**src/rtl/alarm_responder_if.sv**
```systemverilog
// Handshake bundle between the alarm detector side and the responder.
// Carries the request/acknowledge inputs and all registered status outputs.
interface alarm_responder_if;
  logic       L;
  logic       ack;
  logic       alarm_latched;
  logic       siren;
  logic [7:0] event_count;
  logic [1:0] state;

  modport master (
    output L,
    output ack,
    input  alarm_latched,
    input  siren,
    input  event_count,
    input  state
  );

  modport slave (
    input  L,
    input  ack,
    output alarm_latched,
    output siren,
    output event_count,
    output state
  );
endinterface

```
**src/rtl/alarm_responder.sv**
```systemverilog
// Debounced latched alarm with siren, operator acknowledge and rearm lockout.
// Every output comes straight from a flop; L and ack only reach next-state logic.
module alarm_responder #(
  parameter int DEBOUNCE   = 4,
  parameter int SIREN_HALF = 8,
  parameter int HOLDOFF    = 16
) (
  input logic         clk,
  input logic         rst,
  alarm_responder_if.slave bus
);

  typedef enum logic [1:0] {
    S_IDLE    = 2'd0,
    S_QUALIFY = 2'd1,
    S_ALARM   = 2'd2,
    S_HOLD    = 2'd3
  } state_t;

  localparam logic [3:0] Q_LAST = 4'(DEBOUNCE - 1);
  localparam logic [7:0] S_LAST = 8'(SIREN_HALF - 1);
  localparam logic [7:0] H_LAST = 8'(HOLDOFF - 1);

  state_t     cur, nxt;
  logic [3:0] qcnt, qcnt_n;
  logic [7:0] scnt, scnt_n;
  logic [7:0] hcnt, hcnt_n;
  logic [7:0] evt, evt_n;
  logic       siren_q, siren_n;
  logic       alarm_q, alarm_n;

  always_ff @(posedge clk or posedge rst) begin
    if (rst) begin
      cur     <= S_IDLE;
      qcnt    <= '0;
      scnt    <= '0;
      hcnt    <= '0;
      evt     <= '0;
      siren_q <= 1'b0;
      alarm_q <= 1'b0;
    end else begin
      cur     <= nxt;
      qcnt    <= qcnt_n;
      scnt    <= scnt_n;
      hcnt    <= hcnt_n;
      evt     <= evt_n;
      siren_q <= siren_n;
      alarm_q <= alarm_n;
    end
  end

  always_comb begin
    nxt     = cur;
    qcnt_n  = qcnt;
    scnt_n  = scnt;
    hcnt_n  = hcnt;
    evt_n   = evt;
    siren_n = siren_q;
    case (cur)
      S_IDLE: begin
        siren_n = 1'b0;
        if (bus.L) begin
          nxt    = S_QUALIFY;
          qcnt_n = 4'd1;
        end
      end
      S_QUALIFY: begin
        if (!bus.L) begin
          nxt    = S_IDLE;
          qcnt_n = '0;
        end else if (qcnt == Q_LAST) begin
          nxt     = S_ALARM;
          qcnt_n  = '0;
          scnt_n  = '0;
          siren_n = 1'b1;
          evt_n   = (evt == 8'hFF) ? evt : evt + 8'd1;
        end else begin
          qcnt_n = qcnt + 4'd1;
        end
      end
      S_ALARM: begin
        // ack only counts once we are already latched
        if (bus.ack) begin
          nxt     = S_HOLD;
          hcnt_n  = '0;
          scnt_n  = '0;
          siren_n = 1'b0;
        end else if (scnt == S_LAST) begin
          scnt_n  = '0;
          siren_n = ~siren_q;
        end else begin
          scnt_n = scnt + 8'd1;
        end
      end
      S_HOLD: begin
        if (hcnt == H_LAST) begin
          nxt    = S_IDLE;
          hcnt_n = '0;
        end else begin
          hcnt_n = hcnt + 8'd1;
        end
      end
      default: begin
        nxt     = S_IDLE;
        qcnt_n  = '0;
        scnt_n  = '0;
        hcnt_n  = '0;
        evt_n   = '0;
        siren_n = 1'b0;
      end
    endcase
    alarm_n = (nxt == S_ALARM);
  end

  assign bus.state         = cur;
  assign bus.alarm_latched = alarm_q;
  assign bus.siren         = siren_q;
  assign bus.event_count   = evt;

endmodule

```
**src/flat_wrapper.sv**
```systemverilog
// flat-port wrapper written by rule: the top's interface ports become plain ports
module alarm_responder_flat 
#(
  parameter int DEBOUNCE   = 4,
  parameter int SIREN_HALF = 8,
  parameter int HOLDOFF    = 16
)
  (clk, rst, bus_L, bus_ack, bus_alarm_latched, bus_siren, bus_event_count, bus_state);
  alarm_responder_if bus_i ();
  input logic clk;
  input logic rst;
  input wire logic [$bits(bus_i.L)-1:0] bus_L;
  input wire logic [$bits(bus_i.ack)-1:0] bus_ack;
  output wire logic [$bits(bus_i.alarm_latched)-1:0] bus_alarm_latched;
  output wire logic [$bits(bus_i.siren)-1:0] bus_siren;
  output wire logic [$bits(bus_i.event_count)-1:0] bus_event_count;
  output wire logic [$bits(bus_i.state)-1:0] bus_state;
  assign bus_i.L = bus_L;
  assign bus_i.ack = bus_ack;
  assign bus_alarm_latched = bus_i.alarm_latched;
  assign bus_siren = bus_i.siren;
  assign bus_event_count = bus_i.event_count;
  assign bus_state = bus_i.state;
  alarm_responder #(.DEBOUNCE(DEBOUNCE), .SIREN_HALF(SIREN_HALF), .HOLDOFF(HOLDOFF)) u_core (.clk(clk), .rst(rst), .bus(bus_i));
endmodule
```
**config.mk**
```make
export PLATFORM = sky130hd
export DESIGN_NAME = alarm_responder_flat
export DESIGN_NICKNAME = d
export VERILOG_FILES = /design/src/rtl/alarm_responder_if.sv /design/src/rtl/alarm_responder.sv /design/src/flat_wrapper.sv
export SDC_FILE = /design/constraint.sdc
export NUM_CORES = 1
export LEC_CHECK = 0
export ABC_AREA = 1
export BUFFER_PORTS_ARGS = -buffer_cell sky130_fd_sc_hd__clkbuf_2
export CAP_MARGIN = 20
export CORE_UTILIZATION = 28
export CTS_CLUSTER_DIAMETER = 50
export DETAILED_ROUTE_END_ITERATION = 7
export HOLD_SLACK_MARGIN = 0.12
export PLACE_DENSITY_LB_ADDON = 0.08
export SYNTH_ARGS = -nofsm -noshare
export SYNTH_HDL_FRONTEND = slang
export SYNTH_SLANG_ARGS = --single-unit
```
**constraint.sdc**
```tcl
create_clock -name clk -period 2.3 [get_ports clk]
set_input_delay 0.115 -clock clk [delete_from_list [all_inputs] [get_ports clk]]
set_output_delay 0.115 -clock clk [all_outputs]
set_load 0.05 [all_outputs]
```
== Word-level counts from Yosys, hierarchy flattened ==
Cells that the tools add are included.

* Register bits: 32
* Output and inout port bits: 12
* Input bits: 4
* Memory bits (writable): 0
* Word-level logic and storage cells: 59
* Memories kept: 0
* Latch bits: 0
* Bits in read-only memories: 0

* Shift-type cells: 0
* $mul: 0
* $lt $le $gt $ge: 0
* Eq/ne operators: 13
* Muxes and demuxes: 23
* Reductions and logical operators: 10
* Add/subtract/negate cells: 4
* Bitwise gates (word level): 2
* Divide/modulo/power cells: 0

{| class="wikitable"
|+ Operators by type and width
! kind !! number
|-
| 8-bit two-way mux || 6
|-
| 8-bit one-hot mux with 2 select lines || 2
|-
| 8-bit by 1-bit adder with 8-bit output, second input constant || 3
|-
| 4-bit two-way mux || 3
|-
| 2-bit two-way mux || 5
|-
| 8-bit by 3-bit == test with 1-bit output, second input constant || 1
|-
| 8-bit by 4-bit == test with 1-bit output, second input constant || 1
|-
| 8-bit == test, second input constant || 1
|-
| 2-bit one-hot mux with 4 select lines || 1
|-
| 4-bit one-hot mux with 2 select lines || 1
|-
| 4-bit AND reduction || 2
|-
| 2-bit == test, second input constant || 3
|-
| 2-bit inequality test, second input constant || 3
|-
| 2-bit nonzero test || 3
|-
| 4-bit by 1-bit adder with 4-bit output, second input constant || 1
|-
| 4-bit by 2-bit == test with 1-bit output, second input constant || 1
|-
| 1-bit two-way mux || 4
|-
| 2-bit AND reduction || 2
|-
| 3-bit by 2-bit inequality test with 1-bit output, second input constant || 1
|-
| 1-bit one-hot mux with 3 select lines || 1
|-
| 3-bit AND reduction || 1
|-
| 3-bit nonzero test || 1
|-
| 2-bit by 1-bit == test with 1-bit output, second input constant || 1
|-
| 2-bit zero test || 1
|-
| 2 further kinds || 3
|}

== Depth between registers and ports, before layout ==
* Word-level depth: 5
* Mapped depth: 10
* Mapped depth without buffers: 10

== Least setup slack after synthesis ==
OpenSTA, ideal clock, no wires.

* Path type: reg2reg
* Start: register u_core.cur[0] (netlist: u_core.bus.state[0])
* End: register u_core.hcnt[6]
* Setup slack: 0.383 ns
* Period minus slack after synthesis: 1.917 ns
* Library setup time: 0.126 ns
* Cell stages (with the launch flop): 9
* Data arrival time: 1.791 ns
* Buffers on the path: 0
* Data required time: 2.174 ns
* Path through: dfrtp_1 > inv_1 > ha_1 > inv_2 > nor2_4 > a21oi_4 > nand2_2 > o21ai_1 > a21boi_2

* Cells in the longest elaborated chain, start to end: 3
* Elaborated cells on any way between the ends: 6
* Classes of those cells: eq/ne (3); mux (1); reduce/logical (2)

{| class="wikitable"
|+ RTL lines
! element !! RTL line !! source
|-
| start: declaration || alarm_responder.sv:24 || <nowiki>state_t cur, nxt;</nowiki>
|-
| start signal: assignment || alarm_responder.sv:42 || <nowiki>cur <= nxt;</nowiki>
|-
| 2-bit == test || alarm_responder.sv:59 || <nowiki>case (cur)</nowiki>
|-
| 2-bit inequality test (no line) or 2-bit nonzero test (tied branches) || - ||
|-
| 2-bit AND reduction (no line) || - ||
|-
| end signal: assignment || alarm_responder.sv:45 || <nowiki>hcnt <= hcnt_n;</nowiki>
|-
| end: declaration || alarm_responder.sv:27 || <nowiki>logic [7:0] hcnt, hcnt_n;</nowiki>
|}

Several ways; a longest one is shown, not always the timed one.
A chain may end at the register's enable or synchronous reset.

== Worst setup path after layout ==
Ends and elaborated chain as after synthesis.

==> summary.txt <==
Status: completed
Post-synthesis cell type count: 25
Final setup vio count: 0
Vert. Die Dim: 83.1 um
Drt drc: 0
First-pass iteration count of the detailed router: 4
Setup tns final: 0 ns
DP HPWL: 2.78 mm
Fin nets: 276
Final Hold Vio Count: 0
Post-CTS Setup Inserts: 0
Commonest non-fill, non-tap cell in the layout: nand2_1
# diodes: 0
Sequential cell area fraction in the yosys report: 43.5%
GRT Total Usage: 12.4%
Vias/cell: 4.50
Fin util: 34.1%
Fin crit period: 1.76 ns
Vias in the first global route: 1501
Row Count: 29
Critical-path cell list: inv_1, ha_1, inv_2, nor2_4, a21oi_4, nand2_2, o21ai_1, a21boi_2
Ys Warns: 0
First-pass GRT wire length: 6.87 mm
RSZ-0062 raised after global routing: no
Hold Crit Class: input port to register
H-tree depth: 2
Remaining antenna violation count after routing: 0
Crit path required time: 2.47 ns
Lkg Pwr: 1.06 nW
Power Total: 0.00248 W
RePlAce Congestion: 0.798
Critical path class: register to register
Clk sinks: 32
IO Port Bufs: 15
PwrDens: 1150 mW/mm^2
Maxcap violations: 0
Post-synthesis cell count: 239
Starting Density: 29.0%
Die ar.: 0.00690 mm^2
Delay-heaviest family, CP: compound AO/OA/AOI/OAI gates
Placed Cells: 332
Syn-to-layout area delta: 17.7%
Synth Net Count: 251
Max Root-Sink Buffers: 2
Post-Layout Cell Count: 342
Crit-path slowest cell: dfrtp_1
Total Wirelength: 3.82 mm
CP max FO: 8
Critical Path AT: 1.92 ns
Worst-skew pair later-pin latency: 0.28 ns
Most frequent cells in the layout: nand2_1 (60), inv_1 (32), dfrtp_1 (32)
CP Launch Type: register
Post-Syn Area: 0.00184 mm^2
Total gr overflow: 0
DR WL/cell: 11.2 um
Mean post-synth cell area: 7.70 um^2
Die width: 83.1 um
Clk_skew: 0.00585 ns
Max VDD drop: 545 uV
Worst-Margin Slew: 0.431 ns
DRT iter0 DRCs: 51
Share of flip-flops with an asynchronous set or reset: 100%
Final Instance Area: 0.00217 mm^2
Largest net degree at the start of global routing: 33
Synthesis-stage register bit count: 32
Max Clk Rate: 569 MHz
Buf/Inv on CP: 2
Crit path capture type: register
IO Count: 16
Post-synth EDFFs: 0
Dpl cell area: 0.00202 mm^2
Top FF cell, synth: dfrtp_1
Period utilisation layout: 76.4%
CTS tree: yes
DR vias: 1539
Initial antenna violation count: 0
CTS root buffer: clkbuf_8
Critical Path Max Stage Delay: 0.45 ns
Share of cells above drive strength 1: 14.7%
Total CTS buffers: 5
Headroom to the max-slew limit: 71.3%
Clock slew at reported path FFs: 0.07 ns
Core ar.: 0.00635 mm^2
Max Slew Vio Count: 0
==> where the power goes <==
group	internal, W	leakage (nW)	switching [W]	total [W]
Clock	0.000382	0.0645	0.000217	0.000599
Sequential	0.000717	0.422	0.000150	0.000867
Combinational	0.000288	0.578	0.000726	0.00101
==> final cells by class <==
type                    count  area [um^2]
repair buffers             18          103
inverters                  36          135
multi-input cells         171          905
clock buffers               7         96.3
clock inverters             1         30.0
flip-flops and latches     32          801
fillers                   652         4180
well taps                  77         96.3
==> registers in the layout, summed over array words and instances, names as in the netlist <==
name and flops:
u_core.bus.alarm_latched 1, u_core.bus.event_count 8, u_core.bus.siren 1, u_core.bus.state 2
u_core.hcnt 8, u_core.qcnt 4, u_core.scnt 8
==> worst register-to-register path: cells and delay by family, from the launching register on <==
| family | cells | cell delay (ns) |
|---|---|---|
| compound gates | 3 | 0.48 |
| flops | 1 | 0.45 |
| fa+ha+maj | 1 | 0.28 |
| buf+inv | 2 | 0.25 |
| simple gates | 2 | 0.17 |
==> layer usage <==
metal | part of all wire, % | GRT usage (%) | up-vias
met1 | 52 | 16.2 | 701
met3 | 2.4 | 3.08 | 5
met2 | 44 | 19.5 | 16
met4 | 1.3 | 5.17 | 0
li1 | - | - | 817
met5 | 0 | 0 | -
==> logic make-up (layout without fill, tap and decap cells) <==
group | count (synthesis) | count (layout) | synth area share [%]
AO/OA/AOI/OAI | 35 | 35 | 11.5
XOR/XNOR | 7 | 7 | 3.33
adder cells (fa/ha/maj) | 8 | 8 | 5.44
buffers and inverters | 36 | 62 | 7.34
flip-flops | 32 | 32 | 43.5
AND/OR/NAND/NOR | 121 | 121 | 28.9
==> through the flow <==
step / worst slack [ns] / hold WS, ns
floorplan: 0.383 / 0.231
global placement: 0.610 / 0.220
detailed placement: 0.557 / 0.220
CTS: 0.546 / 0.215
global route: 0.379 / 0.257
finish: 0.542 / 0.224
==> worst paths after layout <==
kind | from | endpoint | slack, ns | depth (start not counted)
max in group asynchronous | rst | u_core.hcnt[7] | 1.54 | 4
setup / recovery | u_core.bus.state[0] | u_core.hcnt[6] | 0.54 | 8
hold / removal | bus_ack | u_core.scnt[1] | 0.22 | 4
setup reg to reg | u_core.bus.state[0] | u_core.hcnt[6] | 0.54 | 8
hold reg to reg | u_core.hcnt[1] | u_core.hcnt[1] | 0.52 | 2
min in group asynchronous | rst | u_core.bus.event_count[7] | 0.45 | 4
==> timing repair <==
item | CTS | global route
hold buffers | 2 | 0
hold endpoints to repair | 33 | 0
gates resized for setup | 0 | 0
==> cell usage after synthesis (2+ instances only) <==
cell,number,area (um^2)
nand2_1,60,225
dfrtp_1,32,801
inv_1,32,120
nor2_1,26,97.6
a21oi_1,12,60.1
nand3_1,12,60.1
o21ai_0,12,60.1
ha_1,8,100
nor3_1,8,40.0
xor2_1,7,61.3
nand4_1,6,37.5
inv_2,4,15.0
nand2_2,4,25.0
and3_1,2,12.5
nor2_4,2,22.5
o21ai_1,2,10.0
o22ai_1,2,12.5
Power figures use the tool's default switching activity.
